### src/rtl/lcd_timing_generator_if.sv
// Panel-side bundle of the LCD timing generator: scan control inputs plus all timing/prefetch outputs.
// The master modport is the generator; the slave modport is whatever drives enable/duty and consumes timing.
interface lcd_timing_generator_if #(
    parameter int DW = 4
);
    logic          enable;
    logic [DW-1:0] duty;
    logic          de;
    logic          hsync;
    logic          vsync;
    logic [15:0]   pos_x;
    logic [15:0]   pos_y;
    logic [15:0]   next_x;
    logic [15:0]   next_y;
    logic          line_start;
    logic          frame_start;
    logic          adj;
    logic          mode;

    modport master (
        input  enable, duty,
        output de, hsync, vsync, pos_x, pos_y, next_x, next_y,
               line_start, frame_start, adj, mode
    );

    modport slave (
        output enable, duty,
        input  de, hsync, vsync, pos_x, pos_y, next_x, next_y,
               line_start, frame_start, adj, mode
    );
endinterface

### src/rtl/lcd_timing_generator.sv
// LCD/RGB panel timing generator: H/V scan counters, registered DE/HSYNC/VSYNC/strobes,
// a one-cycle-ahead prefetch coordinate and a glitch-free backlight PWM.
module lcd_timing_generator #(
    parameter int   H_ACTIVE         = 800,
    parameter int   H_FRONT          = 40,
    parameter int   H_SYNC           = 48,
    parameter int   H_BACK           = 40,
    parameter int   V_ACTIVE         = 480,
    parameter int   V_FRONT          = 13,
    parameter int   V_SYNC           = 3,
    parameter int   V_BACK           = 29,
    parameter logic HSYNC_ACTIVE     = 1'b0,
    parameter logic VSYNC_ACTIVE     = 1'b0,
    parameter int   CLOCK_FREQUENCY  = 40000000,
    parameter int   ADJUST_FREQUENCY = 250,
    parameter int   DUTY_STEPS       = 10
) (
    input  logic                   clock,
    input  logic                   reset_n,
    lcd_timing_generator_if.master bus
);
    localparam int HT    = H_ACTIVE + H_FRONT + H_SYNC + H_BACK;
    localparam int VT    = V_ACTIVE + V_FRONT + V_SYNC + V_BACK;
    localparam int DW    = $clog2(DUTY_STEPS + 1);
    localparam int P_RAW = CLOCK_FREQUENCY / (ADJUST_FREQUENCY * DUTY_STEPS);
    localparam int P     = (P_RAW < 1) ? 1 : P_RAW;
    localparam int PW    = (P > 1) ? $clog2(P) : 1;
    localparam int SW    = (DUTY_STEPS > 1) ? $clog2(DUTY_STEPS) : 1;

    generate
        if (HT > 65535 || VT > 65535 || H_SYNC == 0 || V_SYNC == 0) begin : g_bad_cfg
            $error("lcd_timing_generator: period exceeds 16 bits or sync width is zero");
        end
    endgenerate

    localparam logic [15:0] H_LAST  = 16'(HT - 1);
    localparam logic [15:0] V_LAST  = 16'(VT - 1);
    localparam logic [15:0] H_ACT   = 16'(H_ACTIVE);
    localparam logic [15:0] V_ACT   = 16'(V_ACTIVE);
    localparam logic [15:0] HS_BEG  = 16'(H_ACTIVE + H_FRONT);
    localparam logic [15:0] HS_END  = 16'(H_ACTIVE + H_FRONT + H_SYNC);
    localparam logic [15:0] VS_BEG  = 16'(V_ACTIVE + V_FRONT);
    localparam logic [15:0] VS_END  = 16'(V_ACTIVE + V_FRONT + V_SYNC);

    logic [15:0]   h_cnt_q, v_cnt_q, h_cnt_d, v_cnt_d;
    logic          run_q;
    logic          de_q, hsync_q, vsync_q, line_start_q, frame_start_q;
    logic [15:0]   pos_x_q, pos_y_q;
    logic          active, hs_on, vs_on;

    // run_q delays counting by one cycle after enable rises so the first (0,0) is shown as next first.
    always_comb begin
        h_cnt_d = h_cnt_q;
        v_cnt_d = v_cnt_q;
        if (!bus.enable) begin
            h_cnt_d = '0;
            v_cnt_d = '0;
        end else if (run_q) begin
            if (h_cnt_q == H_LAST) begin
                h_cnt_d = '0;
                v_cnt_d = (v_cnt_q == V_LAST) ? 16'd0 : v_cnt_q + 16'd1;
            end else begin
                h_cnt_d = h_cnt_q + 16'd1;
            end
        end
    end

    assign active = run_q && bus.enable;
    assign hs_on  = active && (h_cnt_q >= HS_BEG) && (h_cnt_q < HS_END);
    assign vs_on  = active && (v_cnt_q >= VS_BEG) && (v_cnt_q < VS_END);

    always_ff @(posedge clock or negedge reset_n) begin
        if (!reset_n) begin
            h_cnt_q       <= '0;
            v_cnt_q       <= '0;
            run_q         <= 1'b0;
            de_q          <= 1'b0;
            hsync_q       <= ~HSYNC_ACTIVE;
            vsync_q       <= ~VSYNC_ACTIVE;
            line_start_q  <= 1'b0;
            frame_start_q <= 1'b0;
            pos_x_q       <= '0;
            pos_y_q       <= '0;
        end else begin
            h_cnt_q       <= h_cnt_d;
            v_cnt_q       <= v_cnt_d;
            run_q         <= bus.enable;
            de_q          <= active && (h_cnt_q < H_ACT) && (v_cnt_q < V_ACT);
            hsync_q       <= hs_on ? HSYNC_ACTIVE : ~HSYNC_ACTIVE;
            vsync_q       <= vs_on ? VSYNC_ACTIVE : ~VSYNC_ACTIVE;
            line_start_q  <= active && (h_cnt_q == 16'd0);
            frame_start_q <= active && (h_cnt_q == 16'd0) && (v_cnt_q == 16'd0);
            pos_x_q       <= h_cnt_q;
            pos_y_q       <= v_cnt_q;
        end
    end

    logic [PW-1:0] pre_q;
    logic [SW-1:0] step_q;
    logic [DW-1:0] duty_q, duty_sat;
    logic          adj_q;
    logic          tick;

    assign tick     = (pre_q == PW'(P - 1));
    assign duty_sat = (bus.duty > DW'(DUTY_STEPS)) ? DW'(DUTY_STEPS) : bus.duty;

    // New duty is only accepted on the tick that wraps the step counter, so a period is never cut short.
    always_ff @(posedge clock or negedge reset_n) begin
        if (!reset_n) begin
            pre_q  <= '0;
            step_q <= '0;
            duty_q <= '0;
            adj_q  <= 1'b0;
        end else begin
            adj_q <= (32'(step_q) < 32'(duty_q));
            if (tick) begin
                pre_q <= '0;
                if (step_q == SW'(DUTY_STEPS - 1)) begin
                    step_q <= '0;
                    duty_q <= duty_sat;
                end else begin
                    step_q <= step_q + SW'(1);
                end
            end else begin
                pre_q <= pre_q + PW'(1);
            end
        end
    end

    assign bus.de          = de_q;
    assign bus.hsync       = hsync_q;
    assign bus.vsync       = vsync_q;
    assign bus.pos_x       = pos_x_q;
    assign bus.pos_y       = pos_y_q;
    assign bus.next_x      = h_cnt_q;
    assign bus.next_y      = v_cnt_q;
    assign bus.line_start  = line_start_q;
    assign bus.frame_start = frame_start_q;
    assign bus.adj         = adj_q;
    assign bus.mode        = 1'b1;
endmodule
### src/flat_wrapper.sv
// flat-port wrapper written by rule: the top's interface ports become plain ports
module lcd_timing_generator_flat 
#(
    parameter int   H_ACTIVE         = 800,
    parameter int   H_FRONT          = 40,
    parameter int   H_SYNC           = 48,
    parameter int   H_BACK           = 40,
    parameter int   V_ACTIVE         = 480,
    parameter int   V_FRONT          = 13,
    parameter int   V_SYNC           = 3,
    parameter int   V_BACK           = 29,
    parameter logic HSYNC_ACTIVE     = 1'b0,
    parameter logic VSYNC_ACTIVE     = 1'b0,
    parameter int   CLOCK_FREQUENCY  = 40000000,
    parameter int   ADJUST_FREQUENCY = 250,
    parameter int   DUTY_STEPS       = 10
)
  (clock, reset_n, bus_enable, bus_duty, bus_de, bus_hsync, bus_vsync, bus_pos_x, bus_pos_y, bus_next_x, bus_next_y, bus_line_start, bus_frame_start, bus_adj, bus_mode);
  lcd_timing_generator_if bus_i ();
  input  logic clock;
  input  logic reset_n;
  input wire logic [$bits(bus_i.enable)-1:0] bus_enable;
  input wire logic [$bits(bus_i.duty)-1:0] bus_duty;
  output wire logic [$bits(bus_i.de)-1:0] bus_de;
  output wire logic [$bits(bus_i.hsync)-1:0] bus_hsync;
  output wire logic [$bits(bus_i.vsync)-1:0] bus_vsync;
  output wire logic [$bits(bus_i.pos_x)-1:0] bus_pos_x;
  output wire logic [$bits(bus_i.pos_y)-1:0] bus_pos_y;
  output wire logic [$bits(bus_i.next_x)-1:0] bus_next_x;
  output wire logic [$bits(bus_i.next_y)-1:0] bus_next_y;
  output wire logic [$bits(bus_i.line_start)-1:0] bus_line_start;
  output wire logic [$bits(bus_i.frame_start)-1:0] bus_frame_start;
  output wire logic [$bits(bus_i.adj)-1:0] bus_adj;
  output wire logic [$bits(bus_i.mode)-1:0] bus_mode;
  assign bus_i.enable = bus_enable;
  assign bus_i.duty = bus_duty;
  assign bus_de = bus_i.de;
  assign bus_hsync = bus_i.hsync;
  assign bus_vsync = bus_i.vsync;
  assign bus_pos_x = bus_i.pos_x;
  assign bus_pos_y = bus_i.pos_y;
  assign bus_next_x = bus_i.next_x;
  assign bus_next_y = bus_i.next_y;
  assign bus_line_start = bus_i.line_start;
  assign bus_frame_start = bus_i.frame_start;
  assign bus_adj = bus_i.adj;
  assign bus_mode = bus_i.mode;
  lcd_timing_generator #(.H_ACTIVE(H_ACTIVE), .H_FRONT(H_FRONT), .H_SYNC(H_SYNC), .H_BACK(H_BACK), .V_ACTIVE(V_ACTIVE), .V_FRONT(V_FRONT), .V_SYNC(V_SYNC), .V_BACK(V_BACK), .HSYNC_ACTIVE(HSYNC_ACTIVE), .VSYNC_ACTIVE(VSYNC_ACTIVE), .CLOCK_FREQUENCY(CLOCK_FREQUENCY), .ADJUST_FREQUENCY(ADJUST_FREQUENCY), .DUTY_STEPS(DUTY_STEPS)) u_core (.clock(clock), .reset_n(reset_n), .bus(bus_i));
endmodule
### config.mk
export PLATFORM = sky130hd
export DESIGN_NAME = lcd_timing_generator_flat
export DESIGN_NICKNAME = d
export VERILOG_FILES = /design/src/rtl/lcd_timing_generator_if.sv /design/src/rtl/lcd_timing_generator.sv /design/src/flat_wrapper.sv
export SDC_FILE = /design/constraint.sdc
export NUM_CORES = 1
export LEC_CHECK = 0
export ABC_CLOCK_PERIOD_IN_PS = 2340
export BUFFER_PORTS_ARGS = -buffer_cell sky130_fd_sc_hd__buf_2
export CAP_MARGIN = 5
export CORE_UTILIZATION = 40
export DETAILED_ROUTE_END_ITERATION = 7
export SKIP_CTS_REPAIR_TIMING = 1
export SLEW_MARGIN = 20
export SYNTH_ARGS = -nofsm -noshare
export SYNTH_HDL_FRONTEND = slang
export SYNTH_SLANG_ARGS = --single-unit
### constraint.sdc
create_clock -name clock -period 2.34 [get_ports clock]
set_clock_uncertainty 0.05 [all_clocks]
set_input_delay 0.585 -clock clock [delete_from_list [all_inputs] [get_ports clock]]
set_output_delay 0.585 -clock clock [all_outputs]
set_load 0.02 [all_outputs]
==> run_results.csv, run 1 <==
group,metric,value,unit
synth,ys_types,56,
synth,synth_area,0.00416,mm2
layout,fin_area,0.00507,mm2
worst_setup_path,critPathArrivalTime,2.28,ns
synth,ys.flop_type,"dfrtp_1",
layout,fillerInstances,901,
timing,finalSetupTns,0,ns
clocking,cts_buffer_depth,2,
global_routing,grtUsageTotal,0.180,
route,wl_per_cell,15.0,um
pwr,switching_share,0.215,
clocking,clkTransAtPathRegs,0.08,ns
placed_design,portBuffers,76,
synth,yosys.area.top_type,"dfrtp_1",
pwr,p_switching,0.654,mW
worst_setup_path,cpPeakStageDelay,0.46,ns
timing,final.min_clock_period,2.10,ns
global_routing,grt_pass1_vias,3008,
clocking,root_buffer,"clkbuf_8",
synth,synth_top_area_frac,0.548,
route,avgViaCountPerCell,5.22,
min_path,hold_path_class,"in -> async",
floorplan,die_w,104,um
clocking,htreeDepth,3,
layout,multi_input_area,0.00167,mm2
floorplan,die_height,104,um
route,first_pass_iters,5,
timing,min_period_over_period,0.896,
synth,synth_nets,400,
layout,n_antenna_cell,0,
layout,final_nets,496,
layout,regArea,0.00233,mm2
placed_design,placed_area,0.00482,mm2
synth,synthArstFlopShare,1.00,
layout,final_util,0.511,
pwr,intPower,2.39,mW
route,vias,3223,
global_routing,grt_max_degree,37,
route,drc,0,
timing,tightest_slew,0.591,ns
route,ant_nets,0,
placed_design,gp_congestion,0.850,
flow_run,cap_violations,0,
synth,ys_warn_count,0,
worst_setup_path,cp-start-kind,"flip-flop",
placed_design,pre_cts_ws,0.189,ns
synth,synth_edf_count,0,
timing,maxSlewViolCount,0,
synth,syn_avg_cell_area,10.9,um2
synth,ys_ff_latch,93,
floorplan,core_area,0.00991,mm2
global_routing,grt_pass1_wl,15.4,mm
worst_setup_path,worst_ep_required_time,2.52,ns
floorplan,start_util,0.420,
pwr,clock_power_share,0.426,
timing,fmax,477,MHz
floorplan,io_pins,78,
worst_setup_path,path_class,"reg -> reg",
global_routing,antenna_found_initial,0,
clocking,worstSkewPairLatency,0.37,ns
pwr,seqPwrFrac,0.533,
layout,layout_commonest_cell,"dfrtp_1",
pwr,p_leak,2.53,nW
synth,netlist_instances,383,
synth,ys_seq_area_frac,0.560,
synth,synth_area_leaders,"dfrtp_1 (55%), nand2_1 (3.3%), ha_1 (3.0%)",
timing,slew-limit-headroom,0.605,
outcome,outcome,"complete, no violations",
timing,fin_ws,0.242,ns
floorplan,die_area,0.0108,mm2
pwr,pwr-share-comb,0.041,
route,drt_wl_total,9.26,mm
layout,drive_above_1_share,0.273,
pwr,ir_drop,0.411,mV
layout,final_cell_mix,"dfrtp_1 (91), buf_2 (75), nand2_1 (36)",
worst_setup_path,cpMaxStageDelayCell,"dfrtp_1",
layout,syn2layout_area_growth,21.8,%
worst_setup_path,crit_fanout,15,
global_routing,overflow,0,
pwr,power-per-cell-area,601,mW/mm2
timing,setup_violations,0,
placed_design,hpwlAfterDp,6.63,mm
timing,rsz0062_at_grt,"no",
clocking,tritoncts,"yes",
worst_setup_path,worstSetupEndpointType,"flip-flop",
worst_setup_path,crit_chain,"ha_1 -> and4_1 -> and4_2 -> nand2_4 -> nand2_1 -> nor2_1",
clocking,clock_sinks,93,
clocking,cts_buffers,9,
floorplan,rows,36,
timing,hold_viol,0,
route,drt_iter0_drc,281,
## synth_stat cells, drive strengths merged (2+ instances only)
cell    count
ha         10
a32oi       4
xnor2       8
clkbuf      5
inv        12
nor2       32
nor3        9
a21o        3
buf        12
o211ai      4
o21a        4
nand2      37
nand3b      3
nor2b       9
o21ai      15
a31oi       8
a21oi      10
dfrtp      91
nor4        8
nand2b      6
and4        7
nor4b       3
and2        3
nand4      12
and3        5
dfstp       2
o31ai       6
or3         4
xor2       14
nand3      22
nand4b      2
## registers in the layout, summed over array words and instances, names as in the netlist
signal	cells
u_core.bus.frame_start	1
u_core.bus.line_start	1
u_core.bus.adj	1
u_core.bus.next_y	16
u_core.bus.pos_y	16
u_core.run_q	1
u_core.duty_q	4
u_core.pre_q	14
u_core.bus.hsync	1
u_core.bus.de	1
u_core.bus.vsync	1
u_core.bus.pos_x	16
u_core.step_q	4
u_core.bus.next_x	16
## layout make-up
type | count | area share
clock inverter | 6 | 0.0217
multi-input combinational | 261 | 0.330
inverter | 12 | 0.00889
sequential | 93 | 0.460
tap | 133 | 0.0328
timing repair buffer | 102 | 0.119
clock buffer | 10 | 0.0272
## per-stage QoR
| stage | std cells | power [mW] | hold slack (ns) |
|---|---|---|---|
| 2_1_floorplan | 383 | 1.71 | 0.239 |
| 3_3_place_gp | 601 | 1.78 | 0.400 |
| 3_5_place_dp | 601 | 1.78 | 0.398 |
| 4_1_cts | 617 | 3.08 | 0.137 |
| 5_1_grt | 617 | 3.15 | 0.169 |
| 6_report | 617 | 3.04 | 0.133 |
## per-layer routing
metal / GRT usage / routed length, um
met1: 0.258 / 4450
met2: 0.272 / 4260
met4: 0.0663 / 135
met5: 0 / 0
met3: 0.0357 / 415
## logic make-up (layout without fill, tap and decap cells)
logic type / Yosys count / in the layout / share of synthesized area
mux: 2 / 2 / 0.00512
flops: 93 / 93 / 0.560
xor+xnor: 22 / 22 / 0.0463
other cells: 1 / 1 / 0.000902
fa+ha+maj: 10 / 10 / 0.0301
compound gates: 60 / 60 / 0.0975
simple gates: 166 / 166 / 0.222
buf+inv: 29 / 130 / 0.0373
## power by group through the flow
stage          sequential [mW]  combinational, mW  clock (mW)
2_1_floorplan             1.67             0.0406           0
3_5_place_dp              1.66              0.128           0
4_1_cts                   1.62              0.129        1.33
5_1_grt                   1.63              0.141        1.39
3_3_place_gp              1.66              0.127           0
6_report                  1.62              0.124        1.30
## worst max-delay path: cells and delay by family (launching register included)
kind          cells  cell delay, ns
fa+ha+maj         1            0.25
simple gates      5            1.20
flops             1            0.46
## path summary, 6_finish.rpt
kind                                        end  slack (ns)  depth (start not counted)             startpoint
max                        u_core.bus.next_x[8]        0.24                          6   u_core.bus.next_x[1]
min                         u_core.bus.pos_x[9]        0.13                          1                reset_n
max reg2reg                u_core.bus.next_x[8]        0.24                          6   u_core.bus.next_x[1]
min reg2reg                u_core.bus.pos_x[11]        0.42                          0  u_core.bus.next_x[11]
max in group asynchronous  u_core.bus.next_x[2]        1.59                          2                reset_n
min in group clock             u_core.duty_q[0]        0.41                          3            bus_duty[0]
Power figures use the tool's default switching activity.
==> run 2: changes to the inputs <==
--- a/config.mk
+++ b/config.mk
@@ -9,7 +9,9 @@
 export BUFFER_PORTS_ARGS = -buffer_cell sky130_fd_sc_hd__buf_2
 export CAP_MARGIN = 5
 export CORE_UTILIZATION = 40
+export CTS_BUF_LIST = sky130_fd_sc_hd__clkbuf_16
 export DETAILED_ROUTE_END_ITERATION = 7
+export MAX_ROUTING_LAYER = met4
 export SKIP_CTS_REPAIR_TIMING = 1
 export SLEW_MARGIN = 20
 export SYNTH_ARGS = -nofsm -noshare
==> run 2 against run 1 <==
Net effect:
- sequential power hardly changed
- critical path depth stayed put
- combinational power hardly changed
- worst setup slack better by 0.018 ns
- non-clock buffer count stayed put
- routed wire length is 0.62% lower
- total power is 11% higher
- final area is 1.8% higher
- register-to-register slack better by 0.02 ns
- first-iteration DRC count is 4.6% lower
- global-route usage is 0.60 points higher
- fmax is 0.86% higher
- critical path type unchanged
==> run_results.csv, run 2 (synthesis gave the netlist of run 1 again) <==
group,metric,value,unit
worst_setup_path,crit_fanout,15,
worst_setup_path,cpMaxStageDelayCell,"dfrtp_1",
layout,fin_cells,617,
pwr,p_leak,2.57,nW
clocking,clkTransAtPathRegs,0.06,ns
layout,fillerInstances,886,
layout,drive_above_1_share,0.271,
route,drc,0,
worst_setup_path,r2r-end,"u_core.bus.next_x[14]",
timing,fmax,481,MHz
placed_design,portBuffers,76,
global_routing,grt_max_degree,37,
global_routing,overflow,0,
timing,final.min_clock_period,2.08,ns
clocking,cts_buffer_depth,2,
floorplan,rows,36,
layout,layout_commonest_cell,"dfrtp_1",
worst_setup_path,cp-start-kind,"flip-flop",
timing,hold_viol,0,
pwr,intPower,2.69,mW
global_routing,grt_pass1_wl,15.5,mm
layout,n_antenna_cell,0,
floorplan,start_util,0.420,
route,drt_iter0_drc,268,
global_routing,grtUsageTotal,0.186,
timing,finalSetupTns,0,ns
placed_design,hpwlAfterDp,6.63,mm
placed_design,gp_congestion,0.863,
timing,slew-limit-headroom,0.628,
layout,syn2layout_area_growth,24.0,%
worst_setup_path,crit_chain,"ha_1 -> and4_1 -> and4_2 -> nand2_4 -> nand2_1 -> nor2_1",
pwr,seqPwrFrac,0.480,
floorplan,core_area,0.00991,mm2
pwr,p_switching,0.693,mW
worst_setup_path,cp_top_family,"simple AND/OR/NAND/NOR gates",
global_routing,antenna_found_initial,0,
clocking,clock_sinks,93,
worst_setup_path,worstSetupEndpointType,"flip-flop",
clocking,cts_buffers,9,
pwr,switching_share,0.204,
worst_setup_path,cpPeakStageDelay,0.45,ns
floorplan,die_w,104,um
timing,min_period_over_period,0.889,
layout,final_util,0.520,
placed_design,placed_cells,601,
clocking,tritoncts,"yes",
flow_run,cap_violations,0,
timing,setup_violations,0,
placed_design,pre_cts_ws,0.189,ns
worst_setup_path,r2r_cells,6,
timing,rsz0062_at_grt,"no",
clocking,root_buffer,"clkbuf_16",
worst_setup_path,path_class,"reg -> reg",
clocking,worstSkewPairLatency,0.34,ns
worst_setup_path,reg2reg_from,"u_core.bus.next_x[1]",
route,wl_per_cell,14.9,um
worst_setup_path,crit_buf_inv,0,
worst_setup_path,worst_ep_required_time,2.50,ns
timing,tightest_slew,0.556,ns
pwr,pwr-share-comb,0.037,
floorplan,die_area,0.0108,mm2
pwr,clock_power_share,0.483,
route,ant_nets,0,
global_routing,grt_pass1_vias,3017,
timing,maxSlewViolCount,0,
timing,fin_ws,0.260,ns
route,avgViaCountPerCell,5.23,
floorplan,die_height,104,um
route,drt_wl_total,9.20,mm
pwr,ir_drop,0.403,mV
outcome,outcome,"complete, no violations",
clocking,htreeDepth,3,
min_path,hold_path_class,"in -> async",
worst_setup_path,r2r_slack,0.26,ns
layout,final_nets,496,
route,vias,3229,
pwr,power-per-cell-area,657,mW/mm2
timing,holdWs,0.161,ns
route,first_pass_iters,4,
layout,final_cell_mix,"dfrtp_1 (91), buf_2 (75), nand2_1 (36)",
floorplan,io_pins,78,
worst_setup_path,critPathArrivalTime,2.24,ns
==> run 2: cell types whose count changed in the layout (fill, tap and decap cells not counted) <==
cell and change:
clkinv_1 +1, clkbuf_16 +9, clkbuf_8 -10
==> run 2: final cells by class <==
cell class / instances / area, um2 / area share
clock buffers: 9 / 225 / 0.0437
clock inverters: 7 / 114 / 0.0221
inverters: 12 / 45.0 / 0.00873
multi-input cells: 261 / 1670 / 0.325
flip-flops and latches: 93 / 2330 / 0.452
well taps: 133 / 166 / 0.0323
repair buffers: 102 / 603 / 0.117
==> run 2: layer usage <==
layer	up-vias	global-route usage	wire length, um	share of wire
met5	-	-	0	0
met3	17	0.0376	450	0.049
met2	79	0.271	4250	0.46
met1	1579	0.258	4370	0.47
met4	0	0.0684	129	0.014
li1	1554	-	-	-
==> run 2: per-stage QoR <==
stage                     power, mW  cell area (um2)
after floorplan                1.71             4160
after global placement         1.78             4820
after detailed placement       1.78             4820
after CTS                      3.43             5160
after global routing           3.50             5160
final                          3.39             5160
==> run 2: how the worst max path moves through the flow <==
stage                          startpoint                     to  slack [ns]  cells after the start
floorplan            u_core.bus.next_x[0]  u_core.bus.next_y[13]        0.34                      8
global placement     u_core.bus.next_x[1]  u_core.bus.next_x[13]        0.22                      6
detailed placement   u_core.bus.next_x[1]  u_core.bus.next_x[14]        0.19                      6
CTS                  u_core.bus.next_x[1]  u_core.bus.next_x[14]        0.14                      6
global route        u_core.bus.next_x[14]  u_core.bus.next_x[13]        0.04                      5
finish               u_core.bus.next_x[1]  u_core.bus.next_x[14]        0.26                      6
==> run 2: power by group through the flow <==
| stage | clock (mW) | sequential [mW] | combinational, mW |
|---|---|---|---|
| final | 1.64 | 1.63 | 0.125 |
| after global routing | 1.74 | 1.63 | 0.141 |
| after CTS | 1.67 | 1.63 | 0.129 |
| after detailed placement | 0 | 1.66 | 0.128 |
| after global placement | 0 | 1.66 | 0.127 |
| after floorplan | 0 | 1.67 | 0.0406 |
